File: src/rtl/uart_tx_arbiter.sv
// Round-robin scheduler sharing one UART_TX among NUM_REQ byte requesters.
// Latches the winner's byte and parity config and holds it until the frame ends.
module uart_tx_arbiter #(
    parameter int NUM_REQ      = 4,
    parameter int BUSY_TIMEOUT = 4
) (
    input  logic                       CLK,
    input  logic                       RST,
    input  logic [NUM_REQ-1:0]         req_valid,
    input  logic [8*NUM_REQ-1:0]       req_data,
    input  logic [NUM_REQ-1:0]         req_par_en,
    input  logic [NUM_REQ-1:0]         req_par_type,
    output logic [NUM_REQ-1:0]         req_ready,
    input  logic                       tx_busy,
    output logic                       tx_data_valid,
    output logic [7:0]                 tx_p_data,
    output logic                       tx_parity_enable,
    output logic                       tx_parity_type,
    output logic [$clog2(NUM_REQ)-1:0] grant_id,
    output logic                       active,
    output logic                       frame_done,
    output logic                       tx_error
);

    localparam int IW = $clog2(NUM_REQ);

    typedef enum logic [1:0] {
        IDLE,
        LAUNCH,
        WAIT_BUSY,
        WAIT_DONE
    } state_e;

    state_e        state_q, state_d;
    logic [IW-1:0] rr_ptr_q, rr_ptr_d;
    logic [IW-1:0] grant_q, grant_d;
    logic [3:0]    cnt_q, cnt_d;
    logic [7:0]    data_q, data_d;
    logic          par_en_q, par_en_d;
    logic          par_type_q, par_type_d;
    logic          active_q, active_d;
    logic          done_q, done_d;
    logic          err_q, err_d;

    logic [NUM_REQ-1:0] rot;
    logic [IW:0]        sum;
    logic               found;
    logic [IW-1:0]      sel;
    logic [7:0]         sel_data;
    logic               sel_pe;
    logic               sel_pt;

    // Rotate so bit 0 is rr_ptr; first set bit is the winner's offset.
    always_comb begin
        rot   = NUM_REQ'({req_valid, req_valid} >> rr_ptr_q);
        found = 1'b0;
        sum   = '0;
        for (int i = 0; i < NUM_REQ; i++) begin
            if (!found && rot[i]) begin
                found = 1'b1;
                sum   = {1'b0, rr_ptr_q} + (IW+1)'(i);
            end
        end
        if (sum >= (IW+1)'(NUM_REQ)) begin
            sel = IW'(sum - (IW+1)'(NUM_REQ));
        end else begin
            sel = IW'(sum);
        end
    end

    always_comb begin
        sel_data = '0;
        sel_pe   = 1'b0;
        sel_pt   = 1'b0;
        for (int i = 0; i < NUM_REQ; i++) begin
            if (sel == IW'(i)) begin
                sel_data = req_data[8*i +: 8];
                sel_pe   = req_par_en[i];
                sel_pt   = req_par_type[i];
            end
        end
    end

    always_comb begin
        state_d    = state_q;
        rr_ptr_d   = rr_ptr_q;
        grant_d    = grant_q;
        cnt_d      = cnt_q;
        data_d     = data_q;
        par_en_d   = par_en_q;
        par_type_d = par_type_q;
        active_d   = active_q;
        done_d     = 1'b0;
        err_d      = 1'b0;
        unique case (state_q)
            IDLE: begin
                if (!tx_busy && found) begin
                    grant_d    = sel;
                    data_d     = sel_data;
                    par_en_d   = sel_pe;
                    par_type_d = sel_pt;
                    active_d   = 1'b1;
                    state_d    = LAUNCH;
                end
            end
            LAUNCH: begin
                if (grant_q == IW'(NUM_REQ-1)) begin
                    rr_ptr_d = '0;
                end else begin
                    rr_ptr_d = grant_q + 1'b1;
                end
                cnt_d   = '0;
                state_d = WAIT_BUSY;
            end
            WAIT_BUSY: begin
                if (tx_busy) begin
                    state_d = WAIT_DONE;
                end else begin
                    cnt_d = cnt_q + 1'b1;
                    if (cnt_d == 4'(BUSY_TIMEOUT)) begin
                        err_d    = 1'b1;
                        active_d = 1'b0;
                        state_d  = IDLE;
                    end
                end
            end
            WAIT_DONE: begin
                if (!tx_busy) begin
                    done_d   = 1'b1;
                    active_d = 1'b0;
                    state_d  = IDLE;
                end
            end
            default: state_d = IDLE;
        endcase
    end

    always_ff @(posedge CLK or negedge RST) begin
        if (!RST) begin
            state_q    <= IDLE;
            rr_ptr_q   <= '0;
            grant_q    <= '0;
            cnt_q      <= '0;
            data_q     <= '0;
            par_en_q   <= 1'b0;
            par_type_q <= 1'b0;
            active_q   <= 1'b0;
            done_q     <= 1'b0;
            err_q      <= 1'b0;
        end else begin
            state_q    <= state_d;
            rr_ptr_q   <= rr_ptr_d;
            grant_q    <= grant_d;
            cnt_q      <= cnt_d;
            data_q     <= data_d;
            par_en_q   <= par_en_d;
            par_type_q <= par_type_d;
            active_q   <= active_d;
            done_q     <= done_d;
            err_q      <= err_d;
        end
    end

    assign tx_data_valid    = (state_q == LAUNCH);
    assign req_ready        = tx_data_valid ? (NUM_REQ'(1) << grant_q) : '0;
    assign tx_p_data        = data_q;
    assign tx_parity_enable = par_en_q;
    assign tx_parity_type   = par_type_q;
    assign grant_id         = grant_q;
    assign active           = active_q;
    assign frame_done       = done_q;
    assign tx_error         = err_q;

endmodule

File: config.mk
export PLATFORM = sky130hd
export DESIGN_NAME = uart_tx_arbiter
export DESIGN_NICKNAME = d
export VERILOG_FILES = /design/src/rtl/uart_tx_arbiter.sv
export SDC_FILE = /design/constraint.sdc
export NUM_CORES = 1
export LEC_CHECK = 0
export CORE_MARGIN = 8
export CORE_UTILIZATION = 30
export CTS_BUF_LIST = sky130_fd_sc_hd__clkbuf_4 sky130_fd_sc_hd__clkbuf_8
export CTS_CLUSTER_DIAMETER = 60
export CTS_CLUSTER_SIZE = 28
export DETAILED_ROUTE_END_ITERATION = 12
export GPL_ROUTABILITY_DRIVEN = 0
export GPL_TIMING_DRIVEN = 0
export HOLD_SLACK_MARGIN = 0.08
export MAX_ROUTING_LAYER = met4
export SLEW_MARGIN = 20
export SYNTH_ARGS = -nofsm -noshare
export SYNTH_HDL_FRONTEND = slang
export SYNTH_SLANG_ARGS = --single-unit
File: constraint.sdc
create_clock -name CLK -period 5.8 [get_ports CLK]
set_clock_uncertainty 0.05 [all_clocks]
set_input_delay 1.16 -clock CLK [delete_from_list [all_inputs] [get_ports CLK]]
set_output_delay 1.16 -clock CLK [all_outputs]
set_load 0.03 [all_outputs]
==> impl_metrics.py <==
metrics = {
    "clocking": {
        "cts_hold_buf": 0,
        "clkTransAtPathRegs_ps": 90,
        "htree_levels": 1,
        "cts_tree": "yes",
        "clk_path_buf_depth": 2,
        "clockRootBuffer": "clkbuf_8",
        "cts_buffers": 3,
        "clkLatencyLatePin_ps": 270,
        "clock_sinks": 23,
        "cts_resized": 0,
        "cts_post_setup_buffers_inserted": 0,
    },
    "routing": {
        "avgViaCountPerCell": 4.92,
        "via_count": 1332,
        "wl_per_cell_um": 16.1,
        "drt-initial-drc-count": 56,
        "dr.pass1.iters": 4,
        "final_antenna_net_count": 0,
        "wl_mm": 4.37,
        "drc": 0,
    },
    "grt": {
        "grt_pass1_vias": 1358,
        "grt_util_all_layers_pct": 12.5,
        "antenna_found_initial": 0,
        "grt_overflow": 0,
        "grt_max_degree": 24,
        "grt_pass1_wl_mm": 7.05,
    },
    "setup_path": {
        "crit_path_end_kind": "output port",
        "start_kind": "register",
        "crit-reg2reg-launch": "state_q[1]$_DFFE_PN0P_",
        "critical_path.max_fanout": 9,
        "required_ps": 4590,
        "cp-startpoint": "state_q[1]$_DFFE_PN0P_",
        "worstPathArrival_ps": 2200,
        "worstSetupPathType": "register to output port",
    },
    "synthesis": {
        "netlist_area_um2": 1450,
        "yosysWarnings": 0,
        "ys_seq_area_share_pct": 39.8,
        "synthMostInstantiatedCell": "dfrtp_1",
        "synth.distinct_cells": 36,
        "syn_nets": 204,
        "synth_edf_count": 0,
        "synth_top_cells_by_count": "dfrtp_1 (23), mux2i_1 (21), nand2_1 (20)",
        "syn_area_per_cell_um2": 9.83,
        "synth_top_area_cell": "dfrtp_1",
        "synth_flop_cell": "dfrtp_1",
        "ys_seq_elements": 23,
        "synthCells": 147,
        "async_flop_share_pct": 100,
        "synth_top_area_share_pct": 39.8,
        "yosys-top-cells-area": "dfrtp_1 (40%), mux2i_1 (15%), ha_1 (8.7%), o221ai_1 (6.1%), nand2_1 (5.2%)",
    },
    "timing": {
        "setup_viol": 0,
        "max_freq_mhz": 293,
        "hold_violations": 0,
        "worst_slew_pin_slew_ps": 548,
        "worst_slack_ps": 2390,
        "final-max-slew-violation-count": 0,
        "timing.final.crit_period_ps": 3410,
        "slew_headroom_pct": 63.4,
        "finalCritPeriodShare_pct": 58.8,
        "grt_setup_unrepaired": "false",
        "fin_tns_setup_ps": 0,
    },
    "place": {
        "post-dp-hpwl_mm": 3.43,
        "dp_slack_ps": 2690,
        "io_buffer_count": 66,
        "dp.cells": 267,
        "place_area_um2": 2170,
    },
    "cells_and_area": {
        "fin_cells": 271,
        "post-route-cell-area_um2": 2210,
        "fin_nets": 275,
        "area_growth_pct": 53.2,
        "drive_above_1_share_pct": 5.53,
        "diodes": 0,
    },
    "floorplan": {
        "num_rows": 25,
        "core_area_um2": 4690,
        "start_util_pct": 30.8,
        "fp.dieH_um": 85.4,
        "dieArea_um2": 7290,
        "io_pins": 67,
        "die_w_um": 85.4,
    },
    "pwr": {
        "power_density_nw_per_um2": 438,
        "p_leak_nw": 1.02,
        "vdd_drop_max_uv": 285,
    },
    "hold_path": {
        "min-delay-start": "tx_p_data[6]$_DFFE_PN0P_",
        "worst_hold_path_type": "register to register",
    },
    "status": {
        "status": "completed",
    },
    "flow_run": {
        "maxCapViolCount": 0,
    },
}
report_power, final:
group	switching [mW]	internal, mW
Clock	0.0555	0.0481
Sequential	0.0546	0.228
Combinational	0.322	0.261
Total	0.432	0.537
worst paths after layout:
kind                                       endpoint  slack (ps)  cells after the start
setup / recovery                       req_ready[3]        2390                      5
hold / removal             tx_p_data[6]$_DFFE_PN0P_         450                      2
setup reg to reg           tx_p_data[1]$_DFFE_PN0P_        3780                      7
hold reg to reg            tx_p_data[6]$_DFFE_PN0P_         450                      2
max in group asynchronous    state_q[0]$_DFFE_PN0P_        4520                      1
min in group asynchronous  tx_p_data[7]$_DFFE_PN0P_         820                      1
cells in the final DEF (no fill, tap or decap), types with 3 or more instances in the layout:
cell type	instances
inv_1	6
clkdlybuf4s50_1	65
and2_1	4
o21ai_0	8
clkbuf_8	3
ha_1	10
a21oi_1	4
mux2i_1	21
nand2_1	20
o221ai_1	10
dfrtp_1	23
nor2_1	6
buf_2	5
cells by family after synthesis:
| kind of cell | synth area share (%) |
|---|---|
| flip-flops | 39.8 |
| XOR/XNOR | 1.82 |
| AO/OA/AOI/OAI | 15.4 |
| adder cells (fa/ha/maj) | 8.66 |
| multiplexers | 15.3 |
| buffers and inverters | 4.59 |
| AND/OR/NAND/NOR | 14.4 |
stage by stage:
stage	utilization (%)	hold WS (ps)	total power, mW
2_1_floorplan	-	442	0.651
5_1_grt	47.2	465	1.05
4_1_cts	47.2	449	0.983
3_3_place_gp	46.3	420	0.868
3_5_place_dp	46.2	429	0.873
6_report	47.2	448	0.969
registers in the layout, summed over array words and instances, names as in the netlist:
| register | count |
|---|---|
| active | 1 |
| tx_parity_enable | 1 |
| rr_ptr_q | 2 |
| frame_done | 1 |
| grant_id | 2 |
| tx_p_data | 8 |
| tx_parity_type | 1 |
| tx_error | 1 |
| cnt_q | 4 |
| state_q | 2 |
layer usage:
metal / part of all wire [%] / GRT usage, % / up-vias
met5: 0 / - / -
met4: 1.3 / 3.82 / 0
met3: 2.7 / 1.93 / 4
met2: 51 / 21.2 / 30
met1: 45 / 14.8 / 630
li1: - / - / 668
area by class of cell:
type / instances / area [um^2]
Fill cell: 465 / 2480
Multi-Input combinational cell: 110 / 803
Timing Repair Buffer: 66 / 656
Sequential cell: 23 / 576
Tap cell: 54 / 67.6
Buffer: 8 / 43.8
Clock buffer: 3 / 41.3
Inverter: 6 / 22.5
Clock inverter: 1 / 5.00
critical path: stages (launching register included):
cell and delay (ps):
dfrtp_1 440, inv_1 130, ha_1 180, clkbuf_1 300, and2_1 180, clkdlybuf4s50_1 690
Note: power is estimated with default switching activity, not from simulation.
